`config.mk`:
```
export PLATFORM = sky130hd
export DESIGN_NAME = data_gate_ctrl
export DESIGN_NICKNAME = d
export VERILOG_FILES = /design/src/rtl/data_gate_ctrl.sv
export SDC_FILE = /design/constraint.sdc
export NUM_CORES = 1
export LEC_CHECK = 0
export ABC_AREA = 1
export CORE_MARGIN = 4
export CORE_UTILIZATION = 56
export CTS_BUF_LIST = sky130_fd_sc_hd__clkbuf_4 sky130_fd_sc_hd__clkbuf_8
export DETAILED_ROUTE_END_ITERATION = 12
export PLACE_DENSITY = 0.8
export SLEW_MARGIN = 10
export SYNTH_ARGS = -nofsm -noshare
export SYNTH_HDL_FRONTEND = slang
export SYNTH_SLANG_ARGS = --single-unit
```
`constraint.sdc`:
```
create_clock -name clk -period 2.1 [get_ports clk]
set_input_delay 0.63 -clock clk [delete_from_list [all_inputs] [get_ports clk]]
set_output_delay 0.63 -clock clk [all_outputs]
set_load 0.03 [all_outputs]
```
`src/rtl/data_gate_ctrl.sv`:
```
// Upstream qualifier: synchronises and debounces a raw data level, gates it through
// an OFF/ARM/ON enable FSM, and counts gated rising edges with saturation.
module data_gate_ctrl #(
  parameter int unsigned SYNC_STAGES = 2,
  parameter int unsigned DEBOUNCE    = 4,
  parameter int unsigned CNT_W       = 8
) (
  input  logic             clk,
  input  logic             rst_n,
  input  logic             data,
  input  logic             enable,
  input  logic             clr,
  output logic             gate,
  output logic             data_q,
  output logic             rise,
  output logic [CNT_W-1:0] count
);

  localparam int unsigned     DC_W   = $clog2(DEBOUNCE) + 1;
  localparam logic [DC_W-1:0] DC_MAX = DC_W'(DEBOUNCE - 1);

  typedef enum logic [1:0] {
    ST_OFF,
    ST_ARM,
    ST_ON
  } state_e;

  state_e                 state_q;
  logic                   gate_q;
  logic [SYNC_STAGES-1:0] sync_q;
  logic [SYNC_STAGES-1:0] sync_d;
  logic                   s;
  logic [DC_W-1:0]        dc_q;
  logic [DC_W-1:0]        dc_d;
  logic                   dq_q;
  logic                   dq_d;
  logic                   rise_q;
  logic                   rise_d;
  logic [CNT_W-1:0]       count_q;
  logic [CNT_W-1:0]       count_d;

  assign sync_d = {sync_q[SYNC_STAGES-2:0], data};
  assign s      = sync_q[SYNC_STAGES-1];

  // Debounce: data_q follows s only after DEBOUNCE consecutive disagreeing edges.
  always_comb begin
    dc_d    = dc_q;
    dq_d    = dq_q;
    rise_d  = 1'b0;
    count_d = count_q;
    if (s == dq_q) begin
      dc_d = '0;
    end else if (dc_q != DC_MAX) begin
      dc_d = dc_q + DC_W'(1);
    end else begin
      dc_d   = '0;
      dq_d   = s;
      rise_d = s;
    end
    if (clr) begin
      count_d = '0;
    end else if (rise_q && gate_q && (count_q != '1)) begin
      count_d = count_q + CNT_W'(1);
    end
  end

  always_ff @(posedge clk or negedge rst_n) begin
    if (!rst_n) begin
      sync_q  <= '0;
      dc_q    <= '0;
      dq_q    <= 1'b0;
      rise_q  <= 1'b0;
      count_q <= '0;
    end else begin
      sync_q  <= sync_d;
      dc_q    <= dc_d;
      dq_q    <= dq_d;
      rise_q  <= rise_d;
      count_q <= count_d;
    end
  end

  // ARM waits for a known-low data_q baseline before opening the gate.
  always_ff @(posedge clk or negedge rst_n) begin
    if (!rst_n) begin
      state_q <= ST_OFF;
      gate_q  <= 1'b0;
    end else begin
      case (state_q)
        ST_OFF: begin
          if (enable) state_q <= ST_ARM;
        end
        ST_ARM: begin
          if (!enable) begin
            state_q <= ST_OFF;
          end else if (!dq_q) begin
            state_q <= ST_ON;
            gate_q  <= 1'b1;
          end
        end
        ST_ON: begin
          if (!enable) begin
            state_q <= ST_OFF;
            gate_q  <= 1'b0;
          end
        end
        default: begin
          state_q <= ST_OFF;
          gate_q  <= 1'b0;
        end
      endcase
    end
  end

  assign gate   = gate_q;
  assign data_q = dq_q;
  assign rise   = rise_q;
  assign count  = count_q;

endmodule

```
## Word-level counts from Yosys, hierarchy flattened

Index checks and enable logic that the tools add are counted.

- Output and inout bits: 11
- Register bits after elaboration: 18
- Input port bits: 5

- Eq/ne operators: 10
- Reduce and logical (&&, ||, !) cells: 7
- Add/sub/neg operators: 2
- Muxes and demuxes: 15
- Bitwise gates (word level): 3

Operators by type and width:

| kind | count |
|---|---|
| two-way mux 8 bit | 2 |
| adder 8 x 1 -> 8 bit, second input constant | 1 |
| two-way mux 2 bit | 4 |
| != test 2 bit, second input constant | 4 |
| != test 8 bit, second input constant | 1 |
| two-way mux 3 bit | 2 |
| case mux 2 bit (3 select lines) | 1 |
| two-way mux 1 bit | 5 |
| AND reduction 4 bit | 1 |
| adder 3 x 1 -> 3 bit, second input constant | 1 |
| != test 3 x 2 -> 1 bit, second input constant | 1 |
| != test 3 bit, second input constant | 1 |
| NOT 1 bit | 3 |
| case mux 1 bit (3 select lines) | 1 |
| AND reduction 3 bit | 1 |
| equality test 2 x 1 -> 1 bit, second input constant | 1 |
| equality test 2 bit, second input constant | 1 |
| logical AND 1 bit | 2 |
| logical NOT 2 bit | 1 |
| AND reduction 2 bit | 1 |
| nonzero test 2 bit | 1 |
| equality test 1 bit | 1 |

## Logic depth before layout (Yosys ltp)

Gate-level depths: netlist of run 1.

- Word-level depth: 4
- Depth in mapped cells: 8
- Depth with buffers taken out: 8

## Least setup slack after synthesis of run 1

No wires, ideal clock.

- Kind: flip-flop to flip-flop
- Start point: register count_q[0] (netlist: count[0])
- End point: register count_q[6] (netlist: count[6])
- Data arrival time: 1.369 ns
- Library setup time: 0.117 ns
- Stages on the path, launching flop included: 9
- Buffers on the path: 0
- Path slack: 0.613 ns
- Period minus slack after synthesis: 1.487 ns
- Cells stage by stage: dfrtp_1 ha_1 nand2_1 nor2_1 nand2_4 nand2_8 nand2_4 nand3_1 nand2_1

- Word-level cells in the longest chain between the ends: 3
- Elaborated cells between the ends (all ways): 6

RTL lines:

| element | line | text |
|---|---|---|
| start, declared | 39 | `logic [CNT_W-1:0] count_q;` |
| start signal, assigned | 79 | `count_q <= count_d;` |
| adder 8 x 1 -> 8 bit or != test 8 bit (tied branches) | 63, 62 |  |
| two-way mux 8 bit or logical AND 1 bit (tied branches) | 62 | `end else if (rise_q && gate_q && (count_q != '1)) begin` |
| two-way mux 8 bit or nonzero test 2 bit (tied branches) | -- |  |

Parallel ways exist; a longest one is shown, timed or not. The select of a mux whose other input is x is not followed.
A chain may end at the register's enable or synchronous reset.

## Worst setup path in the final report of run 1

- Start point: register count_q[0] (netlist: count[0])
- End point: output port count[0]

RTL lines:

| element | line | text |
|---|---|---|
| end, declared | 16 | `output logic [CNT_W-1:0] count` |

No word-level cell between the ends.

==> results.md, run 1 <==
* Comb pwr share at 0.249
* Vias/cell at about 5.4
* Grt ovf at 0
* Routability cong. at just over 0.9
* Synth Cell Area at slightly below 900 sq um
* Die H at between 40 and 50 um
* Via count at 751
* Chip width at ~48 um
* Hold Vio Cnt, Final at 0
* Share of layout cells above drive strength 1 at 0.105
* Slew @ Worst Pin at ~0.33 ns
* Non-Filler Instances at 140
* CP bufs+invs at 1
* Initial antenna violation count at 0
* Area delta synth->final at 25.2%
* Syn Nets at 111
* Worst-case clock buffer depth at 2
* Status: finished, final reports clean
* Total power at ~0.85 mW
* CP delay by family, top: buffers and inverters
* DPL Wire Length at ~1300 um
* Worst-path clk slew at approximately 0.1 ns
* CP endpoint kind: output pin
* Clock root cell: clkbuf_4
* IO buf count at 15
* DR iter-0 viols at 17
* Global-route wire length before repair at ~3000 um
* Kind of critical path: reg -> out
* Register share of total power at 0.505
* FMAX at 488 MHz
* Remaining DRCs at 0
* Net Switching at between 0.2 and 0.3 mW
* VDD IR max at 0.000603 V
* Synth area leader: dfrtp_1
* Total of max-cap violations at 0
* CTS tree: yes
* Number of synthesis warnings at 0
* Antenna diodes at 0
* Inst Count DP at between 100 and 150
* All-Layer GR Usage at 0.190
* Row cnt at 14
* P_int at around 0.59 mW
* Crit path cell chain: clkdlybuf4s50_1
* Fin Setup TNS at 0 ns
* Switching share of power at 0.312
* Hold_buf cts at 0
* Pwr Density at about 770 nW/um^2
* Total die area at 2290 sq um
* Fin nets at 132
* Worst slew margin at 0.780
* Register area share after synthesis at 0.506
* Fin crit share at 0.976
* Critical Path Max Stage Delay at approximately 0.70 ns
* Crit path DAT at between 1 and 1.5 ns
* Mapped Cells at approximately 100
* Wire length per cell at roughly 12 um
* Clock Latency Late Sink at approximately 0.29 ns
* Slew Viols, Final at 0
* Distinct cells, synth at 20
* Starting Density at 0.591
* Crit-path max FO at 5
* Startpoint Class: flip-flop
* Power share of the clock group at 0.246
* #FFs+latches synth at 18
* Boundary Pins at 16
* Largest net degree at the start of global routing at 19
* Min-delay worst type: reg -> reg
* Setup skew after layout at 0.00366 ns
* DRT Pass-1 Iters at 5
* RSZ-0062 raised after global routing: false
* Slowest cell on crit path: clkdlybuf4s50_1
* H-tree depth at 1
* Yosys top cell area share at 0.506
* Clock sinks at 18
* Avg Inst Size Synth at 8.55 sq um
* Total Wirelength at 1710 um
* Routed Antenna Nets at 0
* Leak pwr at roughly 0.63 nW
* CTS Buf Count at 3
* Synth top area cells: dfrtp_1, nand2_1, nand3_1, inv_1, nor2_1
* Vias in the first global route at slightly above 700
* Worst endpoint required time at between 1 and 1.5 ns
* Final Setup Violations at 0
* CORE AREA at 1510 sq um
* Crit path time final at slightly above 2 ns
==> per-stage QoR <==
step           worst slack [ns]  hold WS, ns  instance area [sq um]   util
2_1_floorplan             0.613        0.331                    890      -
3_3_place_gp              0.350        0.333                   1070  0.708
3_5_place_dp              0.338        0.338                   1070  0.708
4_1_cts                 0.00360        0.372                   1100  0.733
5_1_grt                 0.00323        0.393                   1110  0.739
6_report                 0.0498        0.372                   1110  0.739
==> layer usage <==
layer	track usage	share of wire
met1	0.238	0.42
met2	0.306	0.51
met3	0.0263	0.047
met4	0.118	0.022
met5	0	0
==> registers in the layout, summed over array words and instances (netlist names) <==
| signal | flops |
|---|---|
| state_q | 2 |
| data_q | 1 |
| rise | 1 |
| gate | 1 |
| dc_q | 3 |
| count | 8 |
| sync_q | 2 |
==> path summary, 6_finish.rpt <==
kind / startpoint / slack [ns] / endpoint / cells past startpoint
max: count[0] / 0.05 / count[0] / 1
max in group asynchronous: rst_n / 1.25 / data_q / 2
min: sync_q[0] / 0.37 / sync_q[1] / 0
min reg2reg: sync_q[0] / 0.37 / sync_q[1] / 0
min in group asynchronous: rst_n / 0.65 / count[2] / 2
max reg2reg: count[0] / 0.67 / count[3] / 8
==> cells in the final DEF, fill, tap and decap left out, drive strengths merged, types with 2 or more instances in the layout <==
cell type,n
nand2,28
ha,2
dlymetal6s2s,4
a21oi,2
clkdlybuf4s50,11
nor3,3
o21bai,2
clkbuf,4
o21ai,6
nor2,10
dfrtp,18
inv,15
nand3,16
==> what timing repair did <==
action,4_1_cts,5_1_grt
buffers inserted,0,0
resized for setup,0,4
endpoints found under the setup margin,0,4
hold endpoints to repair,0,0
==> final cells by class <==
type	instances	area [sq um]
Inverter	15	58.8
Tap cell	16	20.0
Clock buffer	4	36.3
Sequential cell	18	450
Fill cell	120	393
Multi-Input combinational cell	71	380
Timing Repair Buffer	16	168
==> power groups by stage <==
stage | clock, mW | combinational, mW | sequential [mW]
3_3_place_gp | 0 | 0.207 | 0.437
2_1_floorplan | 0 | 0.0956 | 0.473
6_report | 0.210 | 0.213 | 0.432
4_1_cts | 0.215 | 0.215 | 0.432
5_1_grt | 0.228 | 0.240 | 0.442
3_5_place_dp | 0 | 0.213 | 0.440
==> synthesized netlist by cell type, drive strengths merged <==
cell type,number
a211oi,1
a21oi,2
dfrtp,18
ha,2
inv,15
nand2,28
nand3,16
nor2,10
nor3,3
o21ai,6
o21bai,2
xnor2,1
==> logic make-up (layout without fill, tap and decap cells) <==
group | Yosys count | in the layout | synth area share
AO/OA/AOI/OAI | 11 | 11 | 0.0703
XOR/XNOR | 1 | 1 | 0.00985
adder cells (fa/ha/maj) | 2 | 2 | 0.0281
buffers and inverters | 15 | 35 | 0.0661
flip-flops | 18 | 18 | 0.506
AND/OR/NAND/NOR | 57 | 57 | 0.319
Note: power is estimated with default switching activity, not from simulation.
==> inputs of run 2 (changes only) <==
--- a/config.mk
+++ b/config.mk
@@ -10,7 +10,7 @@
 export CORE_UTILIZATION = 56
 export CTS_BUF_LIST = sky130_fd_sc_hd__clkbuf_4 sky130_fd_sc_hd__clkbuf_8
 export DETAILED_ROUTE_END_ITERATION = 12
-export PLACE_DENSITY = 0.8
+export PLACE_DENSITY = 0.89
 export SLEW_MARGIN = 10
 export SYNTH_ARGS = -nofsm -noshare
 export SYNTH_HDL_FRONTEND = slang
==> run 2 against run 1 <==
Net effect:
- sequential share of layout area unchanged
- fmax increased by 0.34%
- clock power decreased by 3%
- critical endpoint is now count[1]
- largest cell class unchanged
- highest routed layer unchanged
==> results.md, run 2 (synthesis results as in run 1) <==
* Status: finished, final reports clean
* CTS Buf Count at 3
* Levels on crit path at 1
* Crit path DAT at around 1.4 ns
* Commonest non-fill, non-tap cells in the layout: nand2_1, dfrtp_1, nand3_1, inv_1, clkdlybuf4s50_1
* Grt ovf at 0
* Worst endpoint required time at between 1 and 1.5 ns
* CORE AREA at 1510 sq um
* Crit-path max FO at 4
* Remaining DRCs at 0
* IO buf count at 15
* Final Setup Violations at 0
* Pwr Density at 762 nW/um^2
* Startpoint Class: flip-flop
* VDD IR max at ~0.00057 V
* Clock root cell: clkbuf_4
* Largest net degree at the start of global routing at 19
* Fillers at 110
* Critical Path Max Stage Delay at about 0.7 ns
* Vias/cell at about 5.4
* Non-Filler Instances at 140
* Hold Vio Cnt, Final at 0
* DPL Wire Length at approximately 1400 um
* Initial antenna violation count at 0
* Die H at 47.9 um
* Vias in the first global route at 706
* Clock Latency Late Sink at around 0.28 ns
* Reg area at 450 sq um
* Chip width at roughly 48 um
* Antenna diodes at 0
* Post-route cell area at about 1100 sq um
* Fin nets at 132
* CP endpoint kind: output pin
* Routed Antenna Nets at 0
* Worst-path clk slew at ~0.10 ns
* Routability cong. at around 0.91
* Fin Setup TNS at 0 ns
* Crit path cell chain: clkdlybuf4s50_1
* Slew Viols, Final at 0
* Worst Setup SP: count[1]
* Total Wirelength at between 1500 and 2000 um
* FMAX at just under 500 MHz
* Global-route wire length before repair at between 2000 and 3000 um
* Placed Instance Area at roughly 1100 sq um
* Boundary Pins at 16
* Reg2reg path depth at 8
* Share of layout cells above drive strength 1 at 0.105
* Area used by multi-input combinational logic at around 380 sq um
* Starting Density at 0.591
* Total die area at approximately 2300 sq um
* Worst-case clock buffer depth at 2
* Area delta synth->final at 25.2%
* Hold Crit Depth at 0
* Worst r2r src: count[1]
* Setup skew after layout at around 0.0033 ns
* Final core occ at 0.739
* Fin crit share at 0.973
* CP bufs+invs at 1
* Total power at about 0.85 mW
* Inst Count DP at around 140
* Min-delay worst type: reg -> reg
* DRT Pass-1 Iters at 4
* Wire length per cell at between 10 and 15 um
* Most common cell after layout, fill and taps aside: nand2_1
* Worst hold start: sync_q[0]
* Slew @ Worst Pin at ~0.34 ns
* Slowest cell on crit path: clkdlybuf4s50_1
* Row cnt at 14
* CP delay by family, top: buffers and inverters
* RSZ-0062 raised after global routing: false
* All-Layer GR Usage at 0.191
* Worst slew margin at 0.775
* Via count at around 760
* Clock sinks at 18
* H-tree depth at 1
* Kind of critical path: reg -> out
* DR iter-0 viols at 9
* Leak pwr at 0.620 nW
* Total of max-cap violations at 0
* Max reg flops at 8
* Crit path time final at between 2 and 2.5 ns
* CTS tree: yes
==> run 2: cell counts in the layout (fill, tap and decap cells not counted) <==
Identical to the previous run, type by type.
==> run 2: power by group <==
group	internal, mW	switching (mW)
combinational	0.0860	0.124
sequential	0.397	0.0365
clock	0.105	0.0988
==> run 2: stage by stage <==
stage	hold slack, ns	setup WS (ns)
3_5_place_dp	0.353	0.331
4_1_cts	0.376	0.00296
2_1_floorplan	0.331	0.613
5_1_grt	0.387	0.0165
6_report	0.372	0.0567
3_3_place_gp	0.332	0.351
==> run 2: per-layer routing <==
metal	share of wire	routed length, um	global-route usage
met1	0.39	684	0.236
met5	0	0	0
met4	0.030	53	0.129
met3	0.066	117	0.0226
met2	0.52	907	0.311
==> run 2: cell type report <==
| type | instances | area share |
|---|---|---|
| clock buffer | 4 | 0.0326 |
| multi-input combinational | 71 | 0.342 |
| sequential | 18 | 0.404 |
| timing repair buffer | 16 | 0.151 |
| inverter | 15 | 0.0528 |
| tap | 16 | 0.0180 |
==> run 2: worst paths after layout <==
path / endpoint / slack, ns
worst max-delay path: count[1] / 0.06
worst min-delay path: sync_q[1] / 0.37
worst max register to register: count[3] / 0.63
worst min register to register: sync_q[1] / 0.37
max in group asynchronous: count[3] / 1.24
min in group asynchronous: count[5] / 0.67
==> run 2: repair_timing <==
action                                 4_1_cts  5_1_grt
setup endpoints to repair                    0        4
setup buffers                                0        0
endpoints found under the hold margin        0        0
hold buffers                                 0        0
gates resized for setup                      0        4
